**src/rtl/data_sram_like_bridge.sv**
```systemverilog
// Bridges the single-cycle M-stage data port onto a handshaked SRAM-like bus.
// Stalls the pipeline until the access completes and holds load data until the M stage advances.
module data_sram_like_bridge #(
    parameter bit KSEG_MAP = 1'b1
) (
    input  logic        clk,
    input  logic        rst,
    input  logic        mem_en,
    input  logic [3:0]  memwrite,
    input  logic [31:0] addr,
    input  logic [31:0] wdata,
    input  logic        longest_stall,
    output logic [31:0] rdata_o,
    output logic        stall_o,
    output logic        data_req,
    output logic        data_wr,
    output logic [1:0]  data_size,
    output logic [31:0] data_addr,
    output logic [31:0] data_wdata,
    input  logic        data_addr_ok,
    input  logic        data_data_ok,
    input  logic [31:0] data_rdata
);

    typedef enum logic [1:0] {IDLE, ADDR, DATA, DONE} state_t;

    state_t      state_q, state_d;
    logic        wr_q;
    logic [1:0]  size_q;
    logic [31:0] addr_q;
    logic [31:0] wdata_q;
    logic [31:0] rdata_q, rdata_d;

    logic        cur_wr;
    logic [1:0]  cur_size;
    logic [31:0] cur_paddr;
    logic [31:0] cur_addr;
    logic        is_idle;
    logic        launch;

    function automatic logic [1:0] store_size(input logic [3:0] be);
        logic [1:0] sz;
        case (be)
            4'b0001, 4'b0010, 4'b0100, 4'b1000: sz = 2'd0;
            4'b0011, 4'b1100:                   sz = 2'd1;
            default:                            sz = 2'd2;
        endcase
        return sz;
    endfunction

    // kseg0/kseg1 are unmapped windows onto the low 512 MB.
    function automatic logic [31:0] phys_addr(input logic [31:0] va);
        logic [31:0] pa;
        if (KSEG_MAP && va[31:30] == 2'b10) begin
            pa = {3'b000, va[28:0]};
        end else begin
            pa = va;
        end
        return pa;
    endfunction

    always_comb begin
        cur_wr    = |memwrite;
        cur_paddr = phys_addr(addr);
        if (cur_wr) begin
            cur_size = store_size(memwrite);
            cur_addr = cur_paddr;
        end else begin
            // Loads always fetch the whole word; byte/half selection happens in W.
            cur_size = 2'd2;
            cur_addr = {cur_paddr[31:2], 2'b00};
        end
    end

    assign is_idle = (state_q == IDLE);
    assign launch  = is_idle & mem_en;

    assign data_req   = ~rst & (launch | (state_q == ADDR));
    assign stall_o    = ~rst & (launch | (state_q == ADDR) | (state_q == DATA));
    assign data_wr    = is_idle ? cur_wr   : wr_q;
    assign data_size  = is_idle ? cur_size : size_q;
    assign data_addr  = is_idle ? cur_addr : addr_q;
    assign data_wdata = is_idle ? wdata    : wdata_q;
    assign rdata_o    = rdata_q;

    always_comb begin
        state_d = state_q;
        rdata_d = rdata_q;
        unique case (state_q)
            IDLE: begin
                if (mem_en) begin
                    state_d = data_addr_ok ? DATA : ADDR;
                end
            end
            ADDR: begin
                if (data_addr_ok) begin
                    state_d = DATA;
                end
            end
            DATA: begin
                if (data_data_ok) begin
                    state_d = DONE;
                    if (!wr_q) begin
                        rdata_d = data_rdata;
                    end
                end
            end
            DONE: begin
                // Held here while stalled elsewhere so the access is never reissued.
                if (!longest_stall) begin
                    state_d = IDLE;
                end
            end
            default: state_d = IDLE;
        endcase
    end

    always_ff @(posedge clk or posedge rst) begin
        if (rst) begin
            state_q <= IDLE;
            rdata_q <= 32'd0;
        end else begin
            state_q <= state_d;
            rdata_q <= rdata_d;
        end
    end

    // Request fields are captured once at issue and held until the access retires.
    always_ff @(posedge clk) begin
        if (launch) begin
            wr_q    <= cur_wr;
            size_q  <= cur_size;
            addr_q  <= cur_addr;
            wdata_q <= wdata;
        end
    end

endmodule
```
**config.mk**
```make
export PLATFORM = sky130hd
export DESIGN_NAME = data_sram_like_bridge
export DESIGN_NICKNAME = d
export VERILOG_FILES = /design/src/rtl/data_sram_like_bridge.sv
export SDC_FILE = /design/constraint.sdc
export NUM_CORES = 1
export LEC_CHECK = 0
export CORE_UTILIZATION = 35
export DETAILED_ROUTE_END_ITERATION = 8
export DONT_BUFFER_PORTS = 1
export GPL_ROUTABILITY_DRIVEN = 0
export PLACE_DENSITY = 0.48
export SYNTH_ARGS = -nofsm -noshare
export SYNTH_HDL_FRONTEND = slang
export SYNTH_SLANG_ARGS = --single-unit
```
**constraint.sdc**
```tcl
create_clock -name clk -period 3.2 [get_ports clk]
set_input_delay 0.16 -clock clk [delete_from_list [all_inputs] [get_ports clk]]
set_output_delay 0.16 -clock clk [all_outputs]
set_load 0.05 [all_outputs]
```
-- Word-level counts from Yosys, hierarchy flattened
Cells that the tools add are included.
- equality and inequality tests: 14
- muxes and demuxes: 14
- bitwise logic cells: 7
- reductions and logical operators: 6
- operators by type and width (cell ; number):
    32-bit two-way mux ; 3
    2-bit two-way mux ; 8
    4-bit by 2-bit == test with 1-bit output (second input constant) ; 2
    4-bit == test (second input constant) ; 2
    2-bit != test (second input constant) ; 4
    2-bit case mux with 4 select lines ; 1
    4-bit OR reduction ; 2
    2-bit == test (second input constant) ; 3
    4-bit by 1-bit == test with 1-bit output (second input constant) ; 1
    4-bit by 3-bit == test with 1-bit output (second input constant) ; 1
    2-bit case mux with 2 select lines ; 1
    4-bit AND reduction ; 1
    1-bit AND ; 3
    3-bit AND reduction ; 1
    2-bit by 1-bit == test with 1-bit output (second input constant) ; 1
    2-bit logical NOT ; 1
    1-bit inverter ; 2
    1-bit OR ; 2
    2-bit OR reduction ; 1
    1-bit two-way mux ; 1
- register bits: 101
- output and inout bits: 101
- logic and storage cells: 47

-- Logic depth before layout (Yosys ltp)
Gate-level depths: netlist of run 1.
- depth after elaboration: 5
- mapped depth: 7
- depth with buffers taken out: 5

-- Worst setup path before layout of run 1
No wires, ideal clock.
- path type: reg2out
- start point: register state_q[0]
- end point: output port stall_o
- arrival time: 3.516 ns
- data required time: 3.040 ns
- slack: -0.476 ns
- cell stages (with the launch flop): 8
- path buffers: 2
- path through: dfrtp_1 > inv_1 > ha_1 > buf_2 > buf_6 > and2_1 > nor2_1 > a21oi_1
- longest elaborated chain between the ends: 5
- elaborated cells on any way between the ends: 7
- ends and longest elaborated chain (element ; line ; text):
    start: declaration ; 27 ; state_t state_q, state_d;
    start signal: assignment ; 123 ; state_q <= state_d;
    2-bit logical NOT ; 75 ; assign is_idle = (state_q == IDLE);
    1-bit AND ; 76 ; assign launch = is_idle & mem_en;
    net launch ; 39 ; logic launch;
    1-bit OR (2 in series) ; 79 ; assign stall_o = ~rst & (launch | (state_q == ADDR) | (state_q == DATA));
    1-bit AND ; 79 ;
    end: declaration ; 14 ; output logic stall_o,
The timed path passes the listed nets, and every way through them passes these cells.

-- Worst setup path after layout of run 1
- start point: register state_q[1]
- end point: output port data_wdata[31]
- longest elaborated chain between the ends: 2
- ends and longest elaborated chain (element ; line ; text):
    2-bit logical NOT ; 75 ;
    32-bit two-way mux ; 83 ; assign data_wdata = is_idle ? wdata : wdata_q;
    end: declaration ; 19 ; output logic [31:0] data_wdata,
No other way between the ends.

==> flow_summary.json, run 1 <==
{
  "yosysWarnings": 0,
  "slowest_delay_ns": 0.57,
  "clk_pin_slew_ns": 0.06,
  "syn_inst": 247,
  "globalRouteOverflowTotal": 0,
  "die-area_um2": 12800,
  "synth-seq-area-share_pct": 66.1,
  "crit_fanout": 30,
  "die_width_um": 113,
  "diodes": 0,
  "status": "finished, final reports clean",
  "synth.distinct_cells": 24,
  "hp-start": "data_addr_ok",
  "cts_setup_buffers": 0,
  "drt_iter0_drc": 69,
  "cts_buffer_depth": 2,
  "syn-cell-area_um2": 4330,
  "pwr-share-seq_pct": 43.1,
  "final_area_um2": 5740,
  "cts_htree_levels": 3,
  "die_height_um": 113,
  "slew_headroom_pct": 66.5,
  "crit_start": "state_q[1]",
  "r2r_slack_ns": 1.21,
  "port_buffers": 0,
  "drive_gt1_share_pct": 21.5,
  "startpoint_type": "flop",
  "yosysTopAreaCellShare_pct": 46.4,
  "switching_share_pct": 51.7,
  "p_int_mw": 3.06,
  "hold_ws_ns": 0.0366,
  "switchingPower_mw": 3.28,
  "worst_pin_slew_ns": 0.502,
  "crit_required_ns": 3.04,
  "initial_core_util_pct": 35.9,
  "crit_family": "multiplexers",
  "final-seq-area_um2": 2860,
  "firstDrtPassIters": 4,
  "synthTopCellsByArea": "edfxtp_1 46%, dfrtp_1 20%, mux2_2 14%",
  "grt_use_total_pct": 14.1,
  "wire_per_inst_um": 17.3,
  "async_reset_ff_share_pct": 33.7,
  "cts_tree": "yes",
  "dp_hpwl_mm": 5.50,
  "nets": 459,
  "fin_util_pct": 47.6,
  "vdd_ir_drop_max_uv": 635,
  "hold_buffers": 95,
  "yosys.area.top_type": "edfxtp_1",
  "grt_pass1_wl_mm": 13.5,
  "final-max-slew-violation-count": 0,
  "hold_viol_final": 0,
  "pwr-share-clk_pct": 15.3,
  "pwr_density_cell_nw_per_um2": 1100,
  "clock_latency_ns": 0.35,
  "clock.fmax_mhz": 413,
  "synth_flop_cell": "edfxtp_1",
  "yosysMostFrequentCell": "edfxtp_1",
  "syn_area_per_cell_um2": 17.5,
  "synth_edf_count": 67,
  "crit_chain": "inv_1 -> ha_2 -> buf_4 -> mux2_1",
  "area_growth_pct": 32.6,
  "finalSetupViolations": 0,
  "multi_input_area_um2": 1380,
  "antenna_found_initial": 0,
  "end_kind": "primary output",
  "path_class": "reg -> out",
  "r2r_start": "state_q[1]",
  "crit_buf_inv": 2,
  "cp.arrival_ns": 2.26,
  "drc_errors": 0,
  "pre_cts_ws_ns": 1.12,
  "pin_count": 207,
  "clock_sinks": 101,
  "min_period_ns": 2.42,
  "cts-root-buf": "clkbuf_16",
  "hold_path.class": "in -> reg",
  "antenna_left": 0,
  "placed_area_um2": 4540,
  "totalWireLength_mm": 9.00,
  "setup_ws_ns": 0.777,
  "clock_skew_ns": 0.00583,
  "cts_resized": 0,
  "p_leak_nw": 2.13,
  "grt_pass1_vias": 2656,
  "crit_slowest_cell": "mux2_1",
  "maxCapViolCount": 0,
  "p_comb_share_pct": 41.6,
  "grt_start_max_net_pins": 60,
  "rsz0062_at_grt": "false",
  "fillers": 1032,
  "core_area_um2": 12100,
  "cts_made_buffers": 9,
  "viasPerCell": 4.75,
  "vias": 2476,
  "rows": 40,
  "syn_nets": 358,
  "tns_ns": 0,
  "ys_top_cells_by_count": "67 x edfxtp_1, 52 x mux2_2, 45 x mux2_1",
  "period_share_pct": 75.7,
  "ys_seq_elements": 101
}
layout make-up:
type / count / area share [%]
flip-flops and latches: 101 / 49.8
multi-input cells: 128 / 24.0
repair buffers: 102 / 17.7
clock buffers: 13 / 4.18
well taps: 168 / 3.66
inverters: 6 / 0.392
clock inverters: 3 / 0.218
layer usage:
layer | global-route usage (%) | up-vias | part of all wire, %
met3 | 6.96 | 16 | 9.7
li1 | - | 1118 | -
met5 | 0 | - | 0
met2 | 23.1 | 137 | 49
met4 | 5.96 | 0 | 2.1
met1 | 15.6 | 1205 | 40
power groups by stage:
| stage | sequential [mW] | clock (mW) | combinational [mW] |
|---|---|---|---|
| floorplan | 2.70 | 0 | 2.35 |
| global placement | 2.75 | 0 | 2.56 |
| detailed placement | 2.75 | 0 | 2.56 |
| CTS | 2.73 | 1.01 | 2.66 |
| global route | 2.78 | 1.06 | 2.75 |
| finish | 2.73 | 0.966 | 2.63 |
state kept, by name (all words and copies together) (netlist names):
register  flops
addr_q       32
rdata_o      32
wdata_q      32
size_q        2
state_q       2
wr_q          1
cells in the final DEF (no fill, tap or decap), drive strengths merged, types with 2 or more instances in the layout:
cell         Yosys  routed
dfrtp           34      34
inv              6       6
clkbuf           1      13
nor2b            2       2
buf             11       7
nand2b           2       2
mux2            99      99
and2             2       2
ha               5       5
mux2i            3       3
clkinv           0       2
dlygate4sd3      0      95
nor2             5       5
a21oi            2       2
edfxtp          67      67
cells by family (layout without fill, tap and decap cells):
group	count (synthesis)	in the layout	share of synthesized area, %
buf+inv	18	124	2.17
xor+xnor	1	1	0.202
flops	101	101	66.1
compound gates	5	5	0.953
mux	102	102	26.6
fa+ha+maj	5	5	1.44
simple gates	15	15	2.57
metrics by stage:
step	power, mW	instances
finish	6.33	521
global route	6.58	521
CTS	6.39	521
detailed placement	5.32	410
global placement	5.31	410
floorplan	5.05	247
path summary, 6_finish.rpt:
check / to / cells past startpoint
max in group asynchronous: rdata_o[11] / 3
setup / recovery: data_wdata[31] / 4
min in group asynchronous: state_q[0] / 3
setup reg to reg: wdata_q[4] / 4
hold reg to reg: state_q[0] / 1
hold / removal: state_q[1] / 2
No activity file was read; power rests on OpenSTA's default activity.
==> run 2, diff against run 1 <==
- PLACE_DENSITY: 0.48 -> 0.5
- clock period: 3.2 -> 2 ns (I/O delays scaled with it)
==> flow_summary.json, run 2 (synthesis results as in run 1) <==
{
  "rsz0062_at_grt": "true",
  "final-max-slew-violation-count": 0,
  "totalWireLength_mm": 9.22,
  "clock_sinks": 101,
  "layout_common_cells": "99 x dlygate4sd3_1, 67 x edfxtp_1, 60 x mux2_2",
  "stdcell_count": 530,
  "slew_headroom_pct": 66.4,
  "clock_latency_ns": 0.34,
  "pwr-share-seq_pct": 41.5,
  "crit_slowest_cell": "mux2_2",
  "clock.fmax_mhz": 518,
  "die_height_um": 113,
  "nets": 469,
  "finalSetupViolations": 0,
  "r2r-end": "rdata_o[21]",
  "crit_fanout": 29,
  "grt_use_total_pct": 14.6,
  "clock_skew_ns": 0.00425,
  "switchingPower_mw": 5.31,
  "diodes": 0,
  "pwr_density_cell_nw_per_um2": 1780,
  "clk_pin_slew_ns": 0.06,
  "cts_tree": "yes",
  "grt_pass1_wl_mm": 14.0,
  "r2r_slack_ns": 0.27,
  "core_area_um2": 12100,
  "ff2ff_path_depth": 4,
  "vias": 2531,
  "maxCapViolCount": 0,
  "grt_pass1_vias": 2722,
  "r2r_start": "state_q[0]",
  "rows": 40,
  "die-area_um2": 12800,
  "drc_errors": 0,
  "cts_buffer_depth": 2,
  "cts_made_buffers": 9,
  "antenna_left": 0,
  "hold_ws_ns": 0.0300,
  "tns_ns": 0,
  "firstDrtPassIters": 4,
  "slowest_delay_ns": 0.49,
  "hold_end": "state_q[1]",
  "hold_path.class": "in -> reg",
  "initial_core_util_pct": 35.9,
  "fillers": 1026,
  "hp-start": "longest_stall",
  "drive_gt1_share_pct": 26.5,
  "worst_pin_slew_ns": 0.504,
  "hold_viol_final": 0,
  "cp.arrival_ns": 1.83,
  "startpoint_type": "flop",
  "hold_path_depth": 3,
  "min_period_ns": 1.93,
  "end_kind": "primary output",
  "period_share_pct": 96.6,
  "grt_start_max_net_pins": 51,
  "cts-root-buf": "clkbuf_16",
  "dp.cells": 413,
  "switching_share_pct": 50.3,
  "vdd_ir_drop_max_uv": 836,
  "p_leak_nw": 2.21,
  "power_mw": 10.6,
  "port_buffers": 0,
  "area_growth_pct": 37.2,
  "pwr-share-clk_pct": 15.5,
  "final_common_cell": "dlygate4sd3_1",
  "viasPerCell": 4.78,
  "dp_hpwl_mm": 5.79,
  "crit_required_ns": 1.90,
  "cts_htree_levels": 3,
  "wire_per_inst_um": 17.4,
  "antenna_found_initial": 0,
  "globalRouteOverflowTotal": 0,
  "status": "finished, final reports clean",
  "path_class": "reg -> out",
  "die_width_um": 113,
  "crit_family": "multiplexers",
  "crit_chain": "inv_2 -> ha_4 -> buf_12 -> mux2_2",
  "fin_util_pct": 49.3,
  "crit_buf_inv": 2,
  "p_int_mw": 5.25,
  "p_comb_share_pct": 43.0,
  "drt_iter0_drc": 129,
  "pin_count": 207
}
## run 2: changes by cell type in the layout (fill, tap and decap cells not counted), moves of 2 or more
| cell | change |
|---|---|
| dlygate4sd3_1 | +4 |
| buf_4 | +2 |
| inv_2 | +2 |
| mux2_1 | -8 |
| nor2_4 | +2 |
| inv_1 | -2 |
| nor2_1 | -2 |
| mux2_2 | +8 |
| buf_12 | +4 |
## run 2: repair_timing
item                                    CTS  global route
cloned                                    0             0
hold endpoints to repair                107             0
endpoints found under the setup margin   39            34
pin swaps                                 1             0
hold buffers                             99             0
buffers inserted                          3             0
gates resized for setup                   3             5
## run 2: how the worst max path moves through the flow
stage                          start             end  slack (ns)  depth (start not counted)
after CTS                 state_q[0]   data_wdata[4]        0.02                          4
final                     state_q[0]  data_wdata[18]        0.07                          4
after detailed placement  state_q[0]      rdata_o[2]        0.26                          4
after global placement    state_q[0]      addr_q[27]        0.30                          4
after floorplan           state_q[0]         stall_o      0.0002                          7
after global routing      state_q[1]  data_wdata[18]       -0.04                          4
## run 2: worst reg2reg max path, stage by stage, from the launching register on
cell      delay (ns)
dfrtp_1         0.42
inv_2           0.11
ha_1            0.22
nand3b_4        0.38
mux2_1          0.48
## run 2: layout make-up
type / count / area (µm²) / share of cell area [%]
flip-flops and latches: 101 / 2860 / 48.2
clock buffers: 14 / 275 / 4.63
well taps: 168 / 210 / 3.54
repair buffers: 112 / 1150 / 19.4
multi-input cells: 128 / 1420 / 23.9
clock inverters: 1 / 3.75 / 0.0632
inverters: 6 / 22.5 / 0.379
## run 2: metal layers
metal  up-vias  share of wire, %  GRT usage [%]
li1       1141                 -              -
met1      1263                38           15.7
met2       115                52           25.4
met3        12               7.9           5.41
met4         0               2.0           7.02
met5         -                 0              0
## run 2: power by group through the flow
stage	sequential (mW)	clock, mW	combinational [mW]
2_1_floorplan	4.32	0	3.83
3_3_place_gp	4.41	0	4.33
3_5_place_dp	4.42	0	4.34
4_1_cts	4.38	1.71	4.57
5_1_grt	4.45	1.77	4.74
6_report	4.38	1.64	4.53
## run 2: stage by stage
stage | setup slack (ns) | area [µm²]
after floorplan | 0.000243 | 4370
after global placement | 0.302 | 4650
after detailed placement | 0.257 | 4650
after CTS | 0.0170 | 5940
after global routing | -0.0402 | 5940
final | 0.0677 | 5940
